## src/rtl/imm_gen_stage.sv

```systemverilog
// Immediate-generation pipeline stage: decodes the RV32 immediate format, sign/zero
// extends it to XLEN, computes PC-relative targets, and registers the result behind a valid/ready handshake.
module imm_gen_stage #(
  parameter int XLEN  = 32,
  parameter int CNT_W = 16
) (
  input  logic             clk,
  input  logic             rst,
  input  logic             in_valid,
  output logic             in_ready,
  input  logic [31:0]      in_instr,
  input  logic [XLEN-1:0]  in_pc,
  input  logic             flush,
  output logic             out_valid,
  input  logic             out_ready,
  output logic [XLEN-1:0]  out_imm,
  output logic [2:0]       out_type,
  output logic [XLEN-1:0]  out_target,
  output logic             out_illegal,
  output logic [CNT_W-1:0] illegal_cnt
);

  localparam logic [2:0] T_NONE = 3'd0;
  localparam logic [2:0] T_I    = 3'd1;
  localparam logic [2:0] T_S    = 3'd2;
  localparam logic [2:0] T_B    = 3'd3;
  localparam logic [2:0] T_U    = 3'd4;
  localparam logic [2:0] T_J    = 3'd5;
  localparam logic [2:0] T_Z    = 3'd6;

  typedef struct packed {
    logic [XLEN-1:0] imm;
    logic [2:0]      typ;
    logic [XLEN-1:0] tgt;
    logic            ill;
  } dec_t;

  logic [6:0]      w_op;
  logic [2:0]      w_funct3;
  logic [XLEN-1:0] w_imm_i, w_imm_iz, w_imm_s, w_imm_b, w_imm_u, w_imm_j, w_imm_z;
  logic            w_pcrel;
  logic            w_cap;
  dec_t            w_dec;

  logic                r_vld;
  dec_t                r_out;
  logic [CNT_W-1:0]    r_cnt;

  assign w_op     = in_instr[6:0];
  assign w_funct3 = in_instr[14:12];

  // Size casts of signed operands sign-extend; unsigned operands zero-extend.
  assign w_imm_i  = XLEN'($signed(in_instr[31:20]));
  assign w_imm_iz = XLEN'(in_instr[31:20]);
  assign w_imm_s  = XLEN'($signed({in_instr[31:25], in_instr[11:7]}));
  assign w_imm_b  = XLEN'($signed({in_instr[31], in_instr[7], in_instr[30:25],
                                   in_instr[11:8], 1'b0}));
  assign w_imm_j  = XLEN'($signed({in_instr[31], in_instr[19:12], in_instr[20],
                                   in_instr[30:21], 1'b0}));
  assign w_imm_u  = XLEN'($signed({in_instr[31:12], 12'b0}));
  assign w_imm_z  = XLEN'(in_instr[19:15]);

  always_comb begin
    w_dec   = '0;
    w_pcrel = 1'b0;
    case (w_op)
      7'b0000011, 7'b0010011, 7'b1100111: begin
        w_dec.typ = T_I;
        w_dec.imm = w_imm_i;
      end
      7'b0100011: begin
        w_dec.typ = T_S;
        w_dec.imm = w_imm_s;
      end
      7'b1100011: begin
        w_dec.typ = T_B;
        w_dec.imm = w_imm_b;
        w_pcrel   = 1'b1;
      end
      7'b0110111: begin
        w_dec.typ = T_U;
        w_dec.imm = w_imm_u;
      end
      7'b0010111: begin
        w_dec.typ = T_U;
        w_dec.imm = w_imm_u;
        w_pcrel   = 1'b1;
      end
      7'b1101111: begin
        w_dec.typ = T_J;
        w_dec.imm = w_imm_j;
        w_pcrel   = 1'b1;
      end
      7'b1110011: begin
        // CSR*I forms carry a 5-bit zimm; the rest take a zero-extended CSR address.
        if (w_funct3 inside {3'b100, 3'b101, 3'b110, 3'b111}) begin
          w_dec.typ = T_Z;
          w_dec.imm = w_imm_z;
        end else begin
          w_dec.typ = T_I;
          w_dec.imm = w_imm_iz;
        end
      end
      7'b0110011: w_dec.typ = T_NONE;
      default:    w_dec.ill = 1'b1;
    endcase
    w_dec.tgt = w_pcrel ? (in_pc + w_dec.imm) : '0;
  end

  assign in_ready = !r_vld || out_ready;
  assign w_cap    = in_valid && in_ready && !flush;

  always_ff @(posedge clk) begin
    if (rst) begin
      r_vld <= 1'b0;
      r_out <= '0;
      r_cnt <= '0;
    end else if (flush) begin
      r_vld <= 1'b0;
    end else if (w_cap) begin
      r_vld <= 1'b1;
      r_out <= w_dec;
      if (w_dec.ill && (r_cnt != {CNT_W{1'b1}}))
        r_cnt <= r_cnt + CNT_W'(1);
    end else if (out_ready) begin
      r_vld <= 1'b0;
    end
  end

  assign out_valid   = r_vld;
  assign out_imm     = r_out.imm;
  assign out_type    = r_out.typ;
  assign out_target  = r_out.tgt;
  assign out_illegal = r_out.ill;
  assign illegal_cnt = r_cnt;

endmodule

```

## config.mk

```make
export PLATFORM = sky130hd
export DESIGN_NAME = imm_gen_stage
export DESIGN_NICKNAME = d
export VERILOG_FILES = /design/src/rtl/imm_gen_stage.sv
export SDC_FILE = /design/constraint.sdc
export NUM_CORES = 1
export LEC_CHECK = 0
export ABC_CLOCK_PERIOD_IN_PS = 5000
export BUFFER_PORTS_ARGS = -buffer_cell sky130_fd_sc_hd__buf_2
export CAP_MARGIN = 20
export CORE_UTILIZATION = 53
export DETAILED_ROUTE_END_ITERATION = 6
export PLACE_DENSITY = 0.88
export SLEW_MARGIN = 5
export SYNTH_ARGS = -nofsm -noshare
export SYNTH_HDL_FRONTEND = slang
export SYNTH_SLANG_ARGS = --single-unit
```

## constraint.sdc

```tcl
create_clock -name clk -period 5 [get_ports clk]
set_input_delay 0.75 -clock clk [delete_from_list [all_inputs] [get_ports clk]]
set_output_delay 0.75 -clock clk [all_outputs]
set_load 0.02 [all_outputs]
```

==> results of run 1 <==
-- synthesized netlist by cell type, types with 10 or more instances --
library cell	instances
nand2_1	99
dfxtp_1	85
a21oi_1	67
nor2_1	64
a21o_1	39
ha_1	32
nand3_1	32
clkbuf_1	28
xor2_1	23
o21ai_0	21
inv_1	19
nor3_1	17
xnor2_1	13
o21ai_1	11
a211oi_1	10
a22oi_1	10
nand4_1	10
-- layer usage --
metal | GRT usage, % | vias up | share of wire, % | wire (um)
met5 | 0 | - | 0 | 0
met4 | 15.82 | 0 | 4.5 | 720
met3 | 6.034 | 47 | 8.7 | 1399
met2 | 46.51 | 289 | 44 | 7078
met1 | 40.01 | 2557 | 43 | 6808
li1 | - | 2741 | - | -
-- critical path, cell delays in order --
cell and delay (ns):
buf_2 0.12, nand3b_1 0.22, nor2_1 0.09, a31o_2 0.25
a31o_2 0.28, a222oi_1 0.32, inv_1 0.14, fa_1 0.46
a211oi_1 0.38, o211ai_1 0.19, a2111o_1 0.46, nand4_1 0.11
a21oi_1 0.13, a311oi_1 0.34, xor2_1 0.19, o21ai_1 0.08
-- worst paths after layout --
check	slack [ns]	cells past startpoint	from	endpoint
setup reg to reg	2.54	10	out_valid	illegal_cnt[5]
setup / recovery	0.73	16	in_instr[3]	out_target[30]
hold reg to reg	0.45	2	out_target[1]	out_target[1]
hold / removal	0.45	2	out_target[1]	out_target[1]
-- per-stage QoR --
stage                     setup slack [ns]  hold slack, ns
final                               0.7307          0.4515
after global routing                0.5440          0.4686
after floorplan                     0.9799          0.5234
after global placement              0.5349          0.4367
after detailed placement            0.4373          0.4430
after CTS                           0.7957          0.4553
-- kinds of logic (layout without fill, tap and decap cells) --
| family | after synthesis | in the layout | synth area share [%] |
|---|---|---|---|
| DFF | 85 | 85 | 31.59 |
| adders and majority gates | 33 | 33 | 7.805 |
| AOI/OAI and AO/OA | 206 | 206 | 25.67 |
| xor gates and xnor gates | 36 | 36 | 5.854 |
| buffers and inverters | 57 | 194 | 4.553 |
| muxes | 4 | 4 | 0.7666 |
| and+or+nand+nor | 271 | 271 | 23.76 |
-- sequential cells by signal, indices dropped and copies added (netlist names) --
name         flops
illegal_cnt     16
out_illegal      1
out_imm         32
out_target      32
out_type         3
out_valid        1
-- layout make-up --
class                      instances  area [um2]  area share (%)
inverter                          19       71.32           1.113
clock inverter                     6       68.82           1.074
tap                              133       166.4           2.598
timing repair buffer             159       808.3           12.62
sequential                        85        1702           26.57
clock buffer                      10       137.6           2.149
multi-input combinational        550        3451           53.88
-- power groups by stage --
stage / sequential [uW] / combinational, uW / clock, uW
final: 690 / 239 / 520
after global routing: 692 / 260 / 558
after CTS: 690 / 234 / 528
after detailed placement: 706 / 232 / 0
after global placement: 706 / 231 / 0
after floorplan: 717 / 140 / 0
==> results.yml, run 1 <==
run_status:
  status: "finished clean"
timing:
  period_needed_ns: 4.269
  setup_viol: 0
  clock_skew_ns: 0.005947
  max_slew.worst_pin.slew_ns: 0.7527
  rsz0062_at_grt: "false"
  finalSetupTns_ns: 0
  relSlewSlack_pct: 49.82
  slew_violations: 0
  finalCritPeriodShare_pct: 85.39
  fmax_ghz: 0.2342
  hold_violations: 0
route:
  vias: 5634
  postRouteAntennaNets: 0
  drtIter0Drc: 375
  drc: 0
  wl_per_cell_um: 16.64
  dr.pass1.iters: 5
  vias_per_cell: 5.857
  drt-total-wl_um: 16010
placement:
  placed_area_um2: 6191
  port_buffers: 154
  dpl.hpwl_um: 12130
  gp_congestion: 0.9519
  dp.cells: 945
power:
  power_frac_comb_pct: 16.5
  internal_power_uw: 1021
  p_leak_uw: 0.003169
  clock_power_share_pct: 35.9
  sequentialPowerShare_pct: 47.6
  switching_share_pct: 29.58
  power.density_nw_per_um2: 226.4
  switchingPower_uw: 428.9
  power.total_uw: 1450
  ir_drop_mv: 0.1751
cts:
  cts_tree: "built"
  cts_setup_buffers: 0
  clock-sinks: 85
  cts_buffers: 9
  cts_hold_buf: 0
  cts-resized-gates: 0
  cts_root_buf: "clkbuf_8"
  clkTransAtPathRegs_ns: 0.09
  cts_max_level: 3
  clock_latency_ns: 0.37
  clock_path_buffers: 2
grt:
  gr-total-overflow: 0
  grt_max_degree: 72
  track_usage_pct: 30.21
  first_global_vias: 4868
  grt_pass1_wl_um: 24240
  grt_antenna_before_repair: 0
critical_path:
  crit_arrival_ns: 4.52
  end_kind: "flip-flop"
  start_kind: "input pin"
  required_ns: 5.25
  crit_type: "in2reg"
  crit_fanout: 6
floorplan:
  rows: 36
  die_w_um: 102.8
  initial_core_util_pct: 54.85
  dieArea_um2: 10570
  core_um2: 9819
  pin_count: 155
  die-height_um: 102.8
synth:
  ys_seq_elements: 85
  synth_top_area_share_pct: 31.59
  synth_area_leaders: "dfxtp_1, ha_1, nand2_1"
  yosysWarnings: 0
  synth_area_leader_cell: "dfxtp_1"
  synth-edff-count: 0
  synthFlopType: "dfxtp_1"
  synthCells: 692
  yosysSeqAreaShare_pct: 31.59
  avgSynthCellArea_um2: 7.784
  synthDistinctLibCells: 66
  synth_nets: 794
  netlist_area_um2: 5386
  async_flop_share_pct: 0
final_layout:
  final_common_cell: "buf_2"
  diodes: 0
  fin_util_pct: 65.23
  fin_cells: 962
  final_nets: 926
  final_area_um2: 6405
  drive_gt1_share_pct: 22.92
  layout_common_cells: "buf_2, nand2_1, dfxtp_1"
  filler_cell_count: 877
  area_growth_pct: 18.91
min_path:
  hold_path.class: "reg2reg"
run:
  cap_viol_max_count: 0
Note: power is estimated with default switching activity, not from simulation.
==> run 2, diff against run 1 <==
--- a/config.mk
+++ b/config.mk
@@ -5,7 +5,7 @@
 export SDC_FILE = /design/constraint.sdc
 export NUM_CORES = 1
 export LEC_CHECK = 0
-export ABC_CLOCK_PERIOD_IN_PS = 5000
+export ABC_CLOCK_PERIOD_IN_PS = 4600
 export BUFFER_PORTS_ARGS = -buffer_cell sky130_fd_sc_hd__buf_2
 export CAP_MARGIN = 20
 export CORE_UTILIZATION = 53
==> constraint.sdc (replaced) <==
create_clock -name clk -period 4.6 [get_ports clk]
set_input_delay 0.69 -clock clk [delete_from_list [all_inputs] [get_ports clk]]
set_output_delay 0.69 -clock clk [all_outputs]
set_load 0.02 [all_outputs]
==> results.yml, run 2 (synthesized netlist as in run 1, its figures left out) <==
run_status:
  status: "finished clean"
final_layout:
  final_nets: 929
  drive_gt1_share_pct: 23.10
  regArea_um2: 1702
  filler_cell_count: 900
  multi_input_area_um2: 3451
  layout_common_cells: "buf_2, nand2_1, dfxtp_1"
  diodes: 0
  final_common_cell: "buf_2"
  area_growth_pct: 19.58
route:
  drtIter0Drc: 390
  top_layer_used: "met4"
  postRouteAntennaNets: 0
  wl_met1_um: 6898
  drc: 0
  met2_length_um: 7256
  wl_per_cell_um: 16.87
  drt-total-wl_um: 16260
  dr_wl_met3_um: 1457
  dr.pass1.iters: 5
  vias_per_cell: 5.838
  vias: 5628
grt:
  track_usage_pct: 30.73
  first_global_vias: 5072
  grt_pass1_wl_um: 24770
  grt_max_degree: 72
  gr-total-overflow: 0
  grt_antenna_before_repair: 0
critical_path:
  crit_fanout: 7
  required_ns: 4.86
  start_kind: "input pin"
  crit_slowest_cell: "nor3_1"
  end_kind: "flip-flop"
  crit_arrival_ns: 4.41
  crit_type: "in2reg"
  reg2reg_slack_ns: 2.18
  critPathMaxStageDelay_ns: 0.60
  path_cells: "buf_2, nand3b_1, nand2b_1, nor3_1, a222oi_1, inv_1, ha_1, a211oi_1, o211ai_1, a2111o_1, nand4_1, a21oi_1, a311oi_1, xor2_1, o21ai_1"
min_path:
  hold_path.class: "reg2reg"
timing:
  setup_viol: 0
  finalSetupTns_ns: 0
  slew_violations: 0
  rsz0062_at_grt: "false"
  clock_skew_ns: 0.006343
  hold_ws_ns: 0.4523
  max_slew.worst_pin.slew_ns: 0.7485
  relSlewSlack_pct: 50.10
  hold_violations: 0
  worst_slack_ns: 0.4439
  fmax_ghz: 0.2406
  finalCritPeriodShare_pct: 90.35
  period_needed_ns: 4.156
placement:
  dpl.hpwl_um: 12420
  post-place-ws_ns: 0.1278
  port_buffers: 154
  gp_congestion: 0.9693
power:
  p_leak_uw: 0.003189
  power.density_nw_per_um2: 250.9
  ir_drop_mv: 0.1649
floorplan:
  initial_core_util_pct: 54.85
  dieArea_um2: 10570
  rows: 36
  die_w_um: 102.8
  core_um2: 9819
  pin_count: 155
  die-height_um: 102.8
cts:
  clock_latency_ns: 0.36
  cts_buffers: 9
  cts_hold_buf: 0
  cts_tree: "built"
  clock_path_buffers: 2
  cts_setup_buffers: 0
  clkTransAtPathRegs_ns: 0.09
  cts_max_level: 3
  clock-sinks: 85
  cts-resized-gates: 0
  cts_root_buf: "clkbuf_8"
run:
  cap_viol_max_count: 0
## run 2: final timing paths
path                            depth (start not counted)          start        endpoint
worst min register to register                          2  out_target[2]   out_target[2]
worst min-delay path                                    2  out_target[2]   out_target[2]
worst max-delay path                                   15    in_instr[3]  out_target[30]
worst max register to register                         10      out_valid  illegal_cnt[9]
## run 2: layer usage
metal	global-route usage [%]	up-vias
li1	-	2746
met1	40.93	2560
met2	47.74	273
met3	5.085	49
met4	16.25	0
met5	0	-
## run 2: per-stage QoR
step	instance area [um2]	std cells	power, uW	utilization, %
final	6441	964	1616	65.60
after global routing	6441	964	1686	65.60
after CTS	6434	963	1620	65.52
after detailed placement	6213	948	1022	63.28
after global placement	6213	948	1020	63.28
after floorplan	5386	692	931.2	-
## run 2: power by group
part	leakage, uW	internal (uW)	switching [uW]	total (uW)
logic	0.00239	95.9	167	263
registers	0.000687	745	5.40	750
clock network	0.000108	310	294	603
## run 2: critical path, delay by kind of cell
kind	cells	cell delay (ns)
AND/OR/NAND/NOR	4	1.19
buffers and inverters	2	0.24
XOR/XNOR	1	0.17
adder cells (fa/ha/maj)	1	0.28
AO/OA/AOI/OAI	7	1.84
## run 2: area by class of cell
| cell class | count | share of cell area, % |
|---|---|---|
| clock inverters | 6 | 1.496 |
| well taps | 133 | 2.584 |
| flip-flops and latches | 85 | 26.42 |
| clock buffers | 9 | 1.923 |
| repair buffers | 162 | 12.90 |
| multi-input cells | 550 | 53.57 |
| inverters | 19 | 1.107 |
==> run 3, diff against run 2 <==
--- a/config.mk
+++ b/config.mk
@@ -5,12 +5,12 @@
 export SDC_FILE = /design/constraint.sdc
 export NUM_CORES = 1
 export LEC_CHECK = 0
-export ABC_CLOCK_PERIOD_IN_PS = 4600
+export ABC_CLOCK_PERIOD_IN_PS = 4800
 export BUFFER_PORTS_ARGS = -buffer_cell sky130_fd_sc_hd__buf_2
 export CAP_MARGIN = 20
-export CORE_UTILIZATION = 53
+export CORE_UTILIZATION = 57
 export DETAILED_ROUTE_END_ITERATION = 6
-export PLACE_DENSITY = 0.88
+export PLACE_DENSITY = 0.94
 export SLEW_MARGIN = 5
 export SYNTH_ARGS = -nofsm -noshare
 export SYNTH_HDL_FRONTEND = slang
==> constraint.sdc (replaced) <==
create_clock -name clk -period 4.8 [get_ports clk]
set_input_delay 0.72 -clock clk [delete_from_list [all_inputs] [get_ports clk]]
set_output_delay 0.72 -clock clk [all_outputs]
set_load 0.02 [all_outputs]
==> results.yml, run 3 (synthesized netlist as in run 1, its figures left out) <==
grt:
  grt_pass1_wl_um: 25850
  first_global_vias: 5244
  track_usage_pct: 33.19
  gr-total-overflow: 0
  grt_max_degree: 72
  grt_antenna_before_repair: 0
critical_path:
  end_kind: "flip-flop"
  path_delay_family: "compound AO/OA/AOI/OAI gates"
  crit_start: "in_instr[3]"
  crit_arrival_ns: 4.58
  critPathMostFrequentCell: "a31o_2"
  critPathMaxStageDelay_ns: 0.48
  required_ns: 5.07
  path_buf_inv: 2
  crit_type: "in2reg"
  crit_fanout: 6
  start_kind: "input pin"
  crit_slowest_cell: "a2111o_1"
  timing.rr.start: "out_valid"
  path_cells: "buf_2, nand3b_1, nor2_1, a31o_2, a31o_2, a222oi_1, inv_1, fa_1, a211oi_1, o211ai_1, a2111o_1, nand4_1, a21oi_1, a311oi_1, xor2_1, o21ai_1"
timing:
  period_needed_ns: 4.318
  hold_violations: 0
  finalCritPeriodShare_pct: 89.96
  max_slew.worst_pin.slew_ns: 0.7220
  rsz0062_at_grt: "false"
  relSlewSlack_pct: 51.87
  fmax_ghz: 0.2316
  slew_violations: 0
  finalSetupTns_ns: 0
  clock_skew_ns: 0.01151
  setup_viol: 0
min_path:
  min_from: "out_target[22]"
  hold_path.class: "reg2reg"
floorplan:
  pin_count: 155
  die_w_um: 99.21
  core_um2: 9196
  dieArea_um2: 9843
  rows: 35
  initial_core_util_pct: 58.57
  die-height_um: 99.21
route:
  wl_per_cell_um: 17.19
  drtIter0Drc: 360
  drt-total-wl_um: 16160
  dr.pass1.iters: 7
  vias_per_cell: 6.061
  vias: 5697
  postRouteAntennaNets: 0
  drc: 0
final_layout:
  final_common_cell: "buf_2"
  layout_common_cells: "buf_2, nand2_1, dfxtp_1"
  drive_gt1_share_pct: 22.80
  final_nets: 926
  regArea_um2: 1702
  area_growth_pct: 18.28
  final_area_um2: 6371
  filler_cell_count: 775
  diodes: 0
  multi_input_area_um2: 3451
cts:
  clock_path_buffers: 2
  cts_setup_buffers: 0
  cts_root_buf: "clkbuf_8"
  clock_latency_ns: 0.37
  cts-resized-gates: 0
  clkTransAtPathRegs_ns: 0.09
  cts_max_level: 3
  cts_tree: "built"
  cts_hold_buf: 0
  cts_buffers: 9
  clock-sinks: 85
power:
  p_leak_uw: 0.003165
  ir_drop_mv: 0.1340
  power.density_nw_per_um2: 235.8
placement:
  port_buffers: 154
  dpl.hpwl_um: 12320
  placed_area_um2: 6175
  gp_congestion: 1.022
run_status:
  status: "finished clean"
run:
  cap_viol_max_count: 0
[run 3: final timing paths]
path / slack [ns] / depth (start not counted) / end
worst min-delay path: 0.45 / 2 / out_target[22]
worst max-delay path: 0.48 / 16 / out_target[30]
worst max register to register: 2.29 / 10 / illegal_cnt[9]
worst min register to register: 0.45 / 2 / out_target[22]
[run 3: power breakdown]
group / internal, uW / switching, uW / leakage [uW]
clock: 246 / 289 / 0.0000977
combinational: 91.4 / 157 / 0.00238
sequential: 714 / 5.42 / 0.000687
total: 1050 / 451 / 0.00316
[run 3: per-layer routing]
layer	routed length, um	vias to the layer above	share of wire [%]	track usage, %
met5	0	-	0	0
met4	784	0	4.9	18.10
met3	1595	66	9.9	7.519
met2	7276	321	45	52.35
met1	6505	2578	40	42.16
li1	-	2732	-	-
[run 3: per-stage QoR]
step | std cells | worst slack [ns] | power (uW) | hold slack (ns) | utilization (%)
after floorplan | 692 | 0.8099 | 892.4 | 0.5234 | -
after global placement | 923 | 0.3657 | 973.4 | 0.4368 | 67.02
after detailed placement | 924 | 0.1749 | 977.5 | 0.4376 | 67.14
after CTS | 940 | 0.5484 | 1500 | 0.4546 | 69.28
after global routing | 940 | 0.1421 | 1560 | 0.4762 | 69.28
final | 940 | 0.4819 | 1502 | 0.4537 | 69.28
[run 3: worst reg2reg max path, stage by stage, from the launching register on]
cell and delay [ns]:
dfxtp_1 0.32, nor2b_1 0.16, inv_1 0.07, nand3b_1 0.07, buf_4 0.29, a311o_1 0.46
a41oi_4 0.36, and2_1 0.30, nand4_1 0.14, xor2_1 0.15, nor2_1 0.05
[run 3: cell type report]
class	count	area share, %
Inverter	19	1.119
Sequential cell	85	26.71
Clock inverter	6	1.080
Clock buffer	10	2.003
Timing Repair Buffer	159	12.75
Multi-Input combinational cell	550	54.16
Tap cell	111	2.180
